### config.mk
export PLATFORM = sky130hd
export DESIGN_NAME = layer_mac_sched
export DESIGN_NICKNAME = d
export VERILOG_FILES = /design/src/rtl/layer_mac_sched.sv
export SDC_FILE = /design/constraint.sdc
export NUM_CORES = 1
export LEC_CHECK = 0
export BUFFER_PORTS_ARGS = -buffer_cell sky130_fd_sc_hd__buf_4
export CAP_MARGIN = 25
export CELL_PAD_IN_SITES_DETAIL_PLACEMENT = 0
export CELL_PAD_IN_SITES_GLOBAL_PLACEMENT = 1
export CORE_MARGIN = 2
export CORE_UTILIZATION = 43
export DETAILED_ROUTE_END_ITERATION = 6
export PLACE_DENSITY = 0.82
export SYNTH_ARGS = -nofsm -noshare
export SYNTH_HDL_FRONTEND = slang
export SYNTH_SLANG_ARGS = --single-unit
### constraint.sdc
create_clock -name clk -period 2.52 [get_ports clk]
set_input_delay 0.504 -clock clk [delete_from_list [all_inputs] [get_ports clk]]
set_output_delay 0.504 -clock clk [all_outputs]
set_load 0.05 [all_outputs]
### src/rtl/layer_mac_sched.sv
// layer_mac_sched: sequencing controller for one fully-connected layer
// y = ReLU(W*x + b). It streams an N-word vector into the x RAM, then walks
// the shared MAC datapath one row at a time and hands out M results over a
// valid/ready stream. It carries no data, only addresses and strobes.
module layer_mac_sched #(
  parameter int M    = 16,
  parameter int N    = 12,
  parameter int logN = $clog2(N + 1),
  parameter int logM = $clog2(M + 1),
  parameter int logW = $clog2(M * N + 1)
) (
  input  logic            clk,
  input  logic            reset,
  input  logic            s_valid,
  output logic            s_ready,
  output logic            m_valid,
  input  logic            m_ready,
  output logic            wr_en_x,
  output logic [logN-1:0] addr_x,
  output logic [logW-1:0] addr_w,
  output logic [logM-1:0] addr_b,
  output logic            bias_ld,
  output logic            acc_en,
  output logic            y_ld,
  output logic            layer_done
);

  typedef enum logic [2:0] {LOAD, BIAS, MAC, DRAIN, CAPT, OUT} state_t;

  localparam logic [logN-1:0] KLAST = logN'(N - 1);
  localparam logic [logN-1:0] DLAST = logN'(1);
  localparam logic [logM-1:0] RLAST = logM'(M - 1);

  state_t          state_q, state_d;
  state_t          st1_q, st2_q;
  logic [logN-1:0] cnt_q, cnt_d;
  logic [logN-1:0] addr_x_q, addr_x_d;
  logic [logM-1:0] row_q, row_d;
  logic [logM-1:0] addr_b_q, addr_b_d;
  logic [logW-1:0] addr_w_q, addr_w_d;
  logic            done_q, done_d;
  logic            in_hs;

  assign in_hs = s_ready & s_valid;

  // State, counters, held addresses and the two-stage state delay line that times the strobes
  always_ff @(posedge clk or negedge reset) begin
    if (!reset) begin
      state_q  <= LOAD;
      st1_q    <= LOAD;
      st2_q    <= LOAD;
      cnt_q    <= '0;
      row_q    <= '0;
      addr_x_q <= '0;
      addr_b_q <= '0;
      addr_w_q <= '0;
      done_q   <= 1'b0;
    end else begin
      state_q  <= state_d;
      st1_q    <= state_q;
      st2_q    <= st1_q;
      cnt_q    <= cnt_d;
      row_q    <= row_d;
      addr_x_q <= addr_x_d;
      addr_b_q <= addr_b_d;
      addr_w_q <= addr_w_d;
      done_q   <= done_d;
    end
  end

  // Next state; cnt doubles as input count, MAC index k and DRAIN cycle; addresses hold outside their phases
  always_comb begin
    state_d  = state_q;
    cnt_d    = cnt_q;
    row_d    = row_q;
    addr_w_d = addr_w_q;
    addr_x_d = addr_x_q;
    addr_b_d = addr_b_q;
    done_d   = 1'b0;
    case (state_q)
      LOAD: begin
        if (in_hs) begin
          if (cnt_q == KLAST) begin
            cnt_d   = '0;
            state_d = BIAS;
          end else begin
            cnt_d = cnt_q + logN'(1);
          end
        end
      end
      BIAS: begin
        state_d = MAC;
        if (row_q != '0) addr_w_d = addr_w_q + logW'(1);
      end
      MAC: begin
        if (cnt_q == KLAST) begin
          cnt_d   = '0;
          state_d = DRAIN;
        end else begin
          cnt_d    = cnt_q + logN'(1);
          addr_w_d = addr_w_q + logW'(1);
        end
      end
      DRAIN: begin
        if (cnt_q == DLAST) begin
          cnt_d   = '0;
          state_d = CAPT;
        end else begin
          cnt_d = cnt_q + logN'(1);
        end
      end
      CAPT: state_d = OUT;
      OUT: begin
        if (m_ready) begin
          if (row_q == RLAST) begin
            row_d    = '0;
            addr_w_d = '0;
            done_d   = 1'b1;
            state_d  = LOAD;
          end else begin
            row_d   = row_q + logM'(1);
            state_d = BIAS;
          end
        end
      end
      default: state_d = LOAD;
    endcase
    if (state_d == LOAD || state_d == MAC) addr_x_d = cnt_d;
    if (state_d == BIAS) addr_b_d = row_d;
  end

  // Outputs: handshakes from current state, accumulator strobes from the delayed state copies
  always_comb begin
    s_ready = (state_q == LOAD) & reset;
    wr_en_x = s_ready & s_valid;
    m_valid = (state_q == OUT);
    y_ld    = (state_q == CAPT);
    bias_ld = (st1_q == BIAS);
    acc_en  = (st2_q == MAC);
  end

  assign addr_x     = addr_x_q;
  assign addr_w     = addr_w_q;
  assign addr_b     = addr_b_q;
  assign layer_done = done_q;

endmodule

==> results of run 1 <==
[layout by cell type (no fill, tap or decap), types with 5 or more instances in the layout]
| cell type | count |
|---|---|
| nand2_1 | 10 |
| nand3_1 | 5 |
| inv_1 | 6 |
| nor2_1 | 7 |
| a21oi_1 | 7 |
| o21ai_0 | 7 |
| ha_1 | 5 |
| nor3_1 | 5 |
| mux2_2 | 10 |
| clkbuf_8 | 5 |
| or3_1 | 6 |
| dfrtp_1 | 36 |
| buf_4 | 28 |
[registers in the layout (all words and copies together), names as in the netlist]
name,flops
st2_q,3
layer_done,1
st1_q,3
row_q,5
state_q,3
cnt_q,4
addr_b,5
addr_x,4
addr_w,8
[cells by family (layout without fill, tap and decap cells)]
group	count (synthesis)	in the layout	synth area share, %
DFF	36	36	52.5
xor gates and xnor gates	1	1	0.510
and+or+nand+nor	54	54	17.9
AOI/OAI and AO/OA	35	35	14.9
buffers and inverters	12	43	3.43
muxes	11	11	7.14
adders and majority gates	5	5	3.64
[Yosys cell counts]
cell	count	share of area [%]
a21o_1	3	1.3
a32oi_2	1	0.95
mux2_2	10	6.6
nand3b_1	1	0.44
nor2_2	1	0.36
a31oi_1	1	0.36
o21a_1	1	0.44
nor3b_1	2	0.87
nand2b_4	1	0.80
nand2b_1	2	0.73
o22ai_1	2	0.73
a22oi_2	1	0.73
a21oi_1	7	2.0
nor3_1	5	1.5
nand4_1	1	0.36
mux2i_1	1	0.58
nand2_1	10	2.2
a22o_1	1	0.51
and2_1	4	1.5
o31ai_1	1	0.44
xnor2_1	1	0.51
a311oi_2	1	0.87
and4b_1	1	0.58
dfrtp_1	36	52
buf_4	3	1.3
inv_2	1	0.22
or3_1	6	2.2
a21boi_1	1	0.44
or3b_4	1	0.66
or2_0	1	0.36
inv_1	6	1.3
nor3_2	1	0.58
ha_1	5	3.6
nor2_1	7	1.5
o21ai_0	7	2.0
nand3_1	5	1.5
nor2b_1	2	0.73
buf_2	2	0.58
a32o_1	4	2.3
o2bb2ai_2	1	0.87
o21ai_1	3	0.87
and3_1	3	1.1
[worst min path at each step]
stage,start,end,slack (ps),depth (start not counted)
after floorplan,reset,addr_b[0],210,0
after global placement,st1_q[0],st2_q[0],350,0
after detailed placement,st1_q[0],st2_q[0],360,0
after CTS,reset,state_q[0],70,1
after global routing,reset,state_q[0],70,1
final,reset,addr_w[7],70,1
[metal layers]
| layer | track usage [%] | vias up | part of all wire [%] |
|---|---|---|---|
| li1 | - | 622 | - |
| met4 | 6.12 | 0 | 1.5 |
| met5 | 0 | - | 0 |
| met3 | 5.67 | 6 | 5.1 |
| met1 | 20.6 | 596 | 49 |
| met2 | 24.6 | 34 | 44 |
[final cells by class]
type	instances	area, µm²	area share, %
Tap cell	48	60.1	2.91
Inverter	7	26.3	1.27
Clock inverter	2	35.0	1.70
Multi-Input combinational cell	106	757	36.7
Timing Repair Buffer	28	210	10.2
Clock buffer	6	72.6	3.52
Sequential cell	36	901	43.7
[power groups by stage]
stage / sequential [mW] / combinational [mW] / clock (mW)
6_report: 0.916 / 1.21 / 0.489
5_1_grt: 0.944 / 1.31 / 0.537
4_1_cts: 0.917 / 1.22 / 0.509
3_5_place_dp: 0.926 / 1.22 / 0
3_3_place_gp: 0.916 / 1.20 / 0
2_1_floorplan: 1.21 / 0.637 / 0
[per-stage QoR]
step	util, %	setup slack [ps]	instances	instance area, µm²	hold slack (ps)
4_1_cts	55.1	427	233	2060	71.1
3_5_place_dp	52.2	491	225	1950	358
2_1_floorplan	-	426	154	1720	208
6_report	55.1	451	233	2060	70.0
3_3_place_gp	52.2	524	225	1950	354
5_1_grt	55.1	322	233	2060	74.3
==> results by stage, run 1 <==
Power:
- The analysis attributes to cell leakage a power of approximately 0.95 nW.
- The total power per unit cell area is between 1000 and 1500 nW/µm².
- The analysis attributes to net switching a power of 1.12 mW.
- The worst-case IR drop observed on VDD is 0.603 mV.
- The share of total power in the clock network is between 10% and 20%.
- The design draws approximately 2.6 mW.
- The internal power is ~1.5 mW.
- Of the total power, the share spent switching nets is a little over two fifths.
- Of the total power, combinational logic draws between 40% and 50%.
- Of the total power, registers draw between 30% and 40%.

Route:
- After detailed routing, the total wire length is 3100 µm.
- The iteration-0 DRC count of the detailed router is 38.
- The number of search-and-repair iterations in the first detailed-routing pass is 4.
- The post-detailed-route via-to-cell ratio is between 5 and 6.
- In the routed design, unresolved DRC markers number 0.
- The average wire per cell in the routed design is between 10 and 15 µm.
- The count of nets left with antenna violations once routing finished came out at 0.
- The via count is about 1300.

Worst setup path:
- The worst setup path is launched from a register.
- The combined buffer and inverter count along the critical path is 1.
- In this run the critical register-to-register path is launched from row_q[1].
- Along the worst path, the maximum fanout reaches 10.
- The critical path runs through a total of 3 cells.
- The worst setup path endpoint is wr_en_x.
- The largest single stage delay on the critical path is 490 ps.
- The critical path starts at state_q[1].
- The worst setup path is captured at an output port.
- Setup slack on the worst reg-to-reg path comes out at about 490 ps.
- Among cell families on the critical path, the largest total delay comes from simple AND/OR/NAND/NOR gates.
- The number of cells on the worst reg-to-reg path is 6.
- Traced cell by cell, the critical path runs through nor3_1, and3_1, buf_4.
- The highest-delay cell along the critical path is dfrtp_1.
- The critical path is of the register to output port type.
- The critical path required time is 2020 ps.
- Data arrives at the worst endpoint at between 1500 and 2000 ps.
- The reg-to-reg endpoint is addr_x[3].

CTS:
- The root buffer cell chosen for the clock tree is clkbuf_8.
- For this design, the CTS-stage hold fixing added 0 buffers.
- Clock tree synthesis inserted a total of 5 buffers.
- The later pin in the worst-skew pair is clocked with a latency of roughly 280 ps.
- The CTS tree is done.
- The number of levels in the clock H-tree is 2.
- The post-cts resize count is 0.
- The buffer count from post-CTS setup fixing is 0.
- Counting along the longest clock path gives a buffer depth of 2.
- CTS saw 36 sinks.
- The clock-pin slew of the registers on the worst-case setup and hold paths is roughly 70 ps.

Floorplan:
- The floorplan die area is 4510 µm².
- The starting density of the core is a little under half.
- Pin placement for this block handled 28 I/O pins.
- The core region is between 3000 and 4000 µm².
- The die outline height is between 60 and 70 µm.
- The count of standard-cell rows is 22.
- The die extent in x is ~67 µm.

GRT:
- Entering global routing, the biggest net connects 22 pins.
- The number of antenna violations at the first check in global routing came to 0.
- The number of global-route vias before repair is between 1000 and 1500.
- The global-route wire length before repair is around 5300 µm.
- The global-route usage over all layers is about 16%.
- After global routing the overflow that remains totals 0.

Logic synthesis:
- The cell area after synthesis is 1720 µm².
- Dividing the synthesized area by the synthesized cell count gives roughly 11 µm².
- Synthesis inferred 36 register bits.
- Yosys printed 0 warnings.
- The number of library cell types mapped by synthesis is between 40 and 50.
- The post-synth net total is around 160.
- The sequential-to-total area share from yosys stat is a little over half.
- The number of instances in the synthesized netlist is approximately 150.

Finish:
- The total inserted antenna cells is 0.
- Relative to the synthesized area, the layout overhead comes to 20.1%.
- The net count of the finished layout is between 150 and 200.
- Cells with a size suffix above 1 make up around 29% of the layout.
- The count of fill cells added during filler insertion is roughly 340.

Run:
- The max-capacitance violation count is 0.

Placement:
- Once detailed placement completed, the half-perimeter wirelength came to between 2000 and 2500 µm.
- During placement, the flow inserted port buffers numbering 27.
- The global placer's final weighted congestion is slightly below 0.9.

Timing:
- In this run the tightest slew margin relative to its limit is between 50 and 60%.
- The ratio of final minimum period to clock period is 82.1%.
- Setup repair after global routing left no endpoint under its margin.
- The final hold violation count was 0.
- The final-report max-slew violation count came to 0.
- Setup violations remaining at the end of the flow were counted as 0.
- On the final layout, the worst clock skew is roughly 3.9 ps.
- Timing would allow up to 0.483 GHz.
- The final setup TNS is 0 ps.
- Counting I/O delays and the setup requirement, the final critical path takes a little over 2000 ps.
- The transition time at the pin with the least slew margin is 621 ps.

Min path:
- The path category of the worst min-delay check is input port to async pin.

Status:
- The flow ran to the end, and the final reports show no timing, DRC or antenna violations.
No activity file was read; power rests on OpenSTA's default activity.
==> run 2, diff against run 1 <==
- clock period: 2.52 -> 2.15 ns (I/O delays scaled with it)
==> run 2 against run 1 <==
Critical path depth stayed put. Clock power is 1% lower. Die area stayed put. Register-to-register slack worse by 340 ps. Critical path type unchanged. Largest cell class unchanged.
==> results by stage, run 2 (synthesis results as in run 1) <==
CTS:
- In this run, post-CTS repair resized a total of 0 instances.
- The CTS buffer count is 5.
- The insertion delay to the later sink of the worst-skew pair is roughly 280 ps.
- Post-CTS timing repair inserted 0 buffers for setup.
- Buffers inserted to repair hold after CTS numbered 0.
- The CTS tree is done.
- Clock tree synthesis selected as its root buffer the cell clkbuf_8.
- The clock drives 36 sinks.
- The clock-pin slew of the registers on the worst-case setup and hold paths is around 70 ps.
- The longest clock path from root to sink contains 2 buffers.
- The number of levels in the clock H-tree is 2.

Floorplan:
- In this run the core area contains 22 standard-cell rows.
- The number of placed I/O pins is 28.
- For this configuration, the core starts out at a cell density of between 40% and 50%.
- The core region area is around 3700 µm².
- The die outline height is about 67 µm.
- The floorplan step defined a die boundary enclosing ~4500 µm².
- The die extent in x is approximately 67 µm.

Finish:
- The number of antenna diodes in the final layout is 0.
- The most common library cell in the layout ignoring fill and taps is dfrtp_1.
- The combined area of the multi-input logic cells is 757 µm².
- Across the whole layout, storage elements account for about 900 µm².
- Of the cells placed in the final design, the portion with a size suffix greater than 1 is 29.4%.
- Compared with the post-synthesis result, the final layout area differs by 20.0%.
- The number of flip-flops in the largest register is 8.
- The summed area of non-filler cells in the final layout is ~2000 µm².
- In the layout the commonest cells are 36 x dfrtp_1, 30 x buf_4, 10 x nand2_1, 10 x mux2_2.
- After the last flow step, the layout net total stands at ~200.
- Fill cells in the final layout number roughly 360.

Route:
- The aggregate routed wire length is roughly 3300 µm.
- The via count is 1270.
- The number of nets still failing antenna checks after routing is 0.
- The average wire per cell in the routed design is ~14 µm.
- The iteration-0 DRC count of the detailed router is 48.
- The post-detailed-route via-to-cell ratio is between 5 and 6.
- The post-detailed-route DRC marker count is 0.
- The number of search-and-repair iterations in the first detailed-routing pass is 4.

GRT:
- In the global route stage, overall resource usage came out at between 15 and 20%.
- Entering global routing, the biggest net connects 22 pins.
- The number of global-route vias before repair is 1261.
- The global-route congestion overflow total is 0.
- The number of antenna violations at the first check in global routing is 0.
- The layer with the highest usage after global routing is met2.
- The first global-routing pass estimated ~5800 µm of wire.
- The global-route track usage on met3 is about 3.5%.
- For met2 alone, demand over resource in global routing was between 20% and 30%.
- Global routing used approximately 22% of the available met1 tracks.

Worst setup path:
- Data on the critical path is required at its endpoint by roughly 1700 ps.
- The kind of capture point of the worst setup path is an output port.
- The critical path goes through nor3_1, and3_1, buf_4.
- Counting cells, the worst reg-to-reg path comes to 6.
- The startpoint of the most critical setup path is state_q[1].
- The worst register-to-register path ends at addr_b[3].
- The startpoint identified for the worst register-to-register timing path is cnt_q[1].
- The highest-delay cell along the critical path is dfrtp_1.
- The slack of the worst reg-to-reg path is 150 ps.
- At the worst endpoint, the arrival time is around 1600 ps.
- The largest single stage delay on the critical path is about 490 ps.
- Of all nets on the critical path, the largest fanout is 10.
- The kind of start point of the critical path is a register.
- The critical path in this run is classified as register to output port.

Timing:
- The timing-limited maximum frequency is 0.492 GHz.
- Final hold analysis gives a worst-case slack of roughly 110 ps.
- The worst path meets setup with around 120 ps of slack.
- Measured against its own limit, the worst slew margin works out to 70.2%.
- Setup repair after global routing left no endpoint under its margin.
- The ratio of final minimum period to clock period is a little over nine tenths.
- The transition time at the pin with the least slew margin is about 440 ps.
- The routed design could run at a clock period as short as slightly above 2000 ps.
- Setup total negative slack on the finished layout was measured at 0 ps.
- The final hold violation count is 0.
- The final-report max-slew violation count is 0.
- The total of endpoints with negative setup slack in the final report is 0.
- The clock arrives with ~1.5 ps of skew.

Placement:
- The HPWL after detailed placement is roughly 2600 µm.
- The worst setup slack after placement is 145 ps.
- The global placer's final weighted congestion is roughly 0.85.
- The total cell area at the placement stage is between 1500 and 2000 µm².
- The count of buffers added on input and output ports is 27.

Power:
- Across the VDD grid, the largest voltage drop is 0.755 mV.
- The total power per unit cell area is roughly 1500 nW/µm².
- The standby leakage power is 0.953 nW.

Status:
- The run finished with clean final reports.

Min path:
- The path category of the worst min-delay check is input port to async pin.

Run:
- The max-capacitance violation count is 0.
-- run 2: cell count changes in the layout (fill, tap and decap cells not counted) --
cell       previous run  this run
buf_4                28        30
clkbuf_8              5         6
clkinv_2              1         0
clkbuf_1              1         2
bufinv_16             1         0
-- run 2: per-stage QoR --
stage / instances / utilization [%] / total power [mW]
floorplan: 154 / - / 2.17
global placement: 227 / 52.6 / 2.51
detailed placement: 227 / 52.6 / 2.56
CTS: 235 / 55.0 / 3.05
global route: 235 / 55.0 / 3.21
finish: 235 / 55.0 / 3.01
-- run 2: report_power, final --
| part | total [mW] | leakage, nW | internal, mW | switching, mW |
|---|---|---|---|---|
| sequential | 1.07 | 0.462 | 0.889 | 0.180 |
| clock | 0.483 | 0.0455 | 0.261 | 0.222 |
| combinational | 1.46 | 0.446 | 0.541 | 0.919 |
| total | 3.01 | 0.953 | 1.69 | 1.32 |
-- run 2: final cells by class --
type                    instances  share of cell area, %
flip-flops and latches         36                   43.7
well taps                      48                   2.92
repair buffers                 30                   10.9
clock buffers                   8                   4.37
inverters                       7                   1.28
multi-input cells             106                   36.8
-- run 2: how the worst max path moves through the flow --
stage | end | slack, ps | depth (start not counted)
6_report | wr_en_x | 120 | 3
3_5_place_dp | addr_b[4] | 150 | 6
3_3_place_gp | addr_b[4] | 180 | 6
5_1_grt | wr_en_x | 10 | 3
4_1_cts | wr_en_x | 110 | 3
2_1_floorplan | addr_b[0] | 60 | 6
-- run 2: layer usage --
layer | vias up | share of wire, %
met5 | - | 0
met4 | 0 | 2.8
met3 | 9 | 4.2
li1 | 618 | -
met2 | 27 | 46
met1 | 616 | 47
-- run 2: worst max-delay path, delay by kind of cell (launching register included) --
kind,cells,cell delay [ps]
AND/OR/NAND/NOR,2,630
flip-flops,1,490
buffers and inverters,1,200
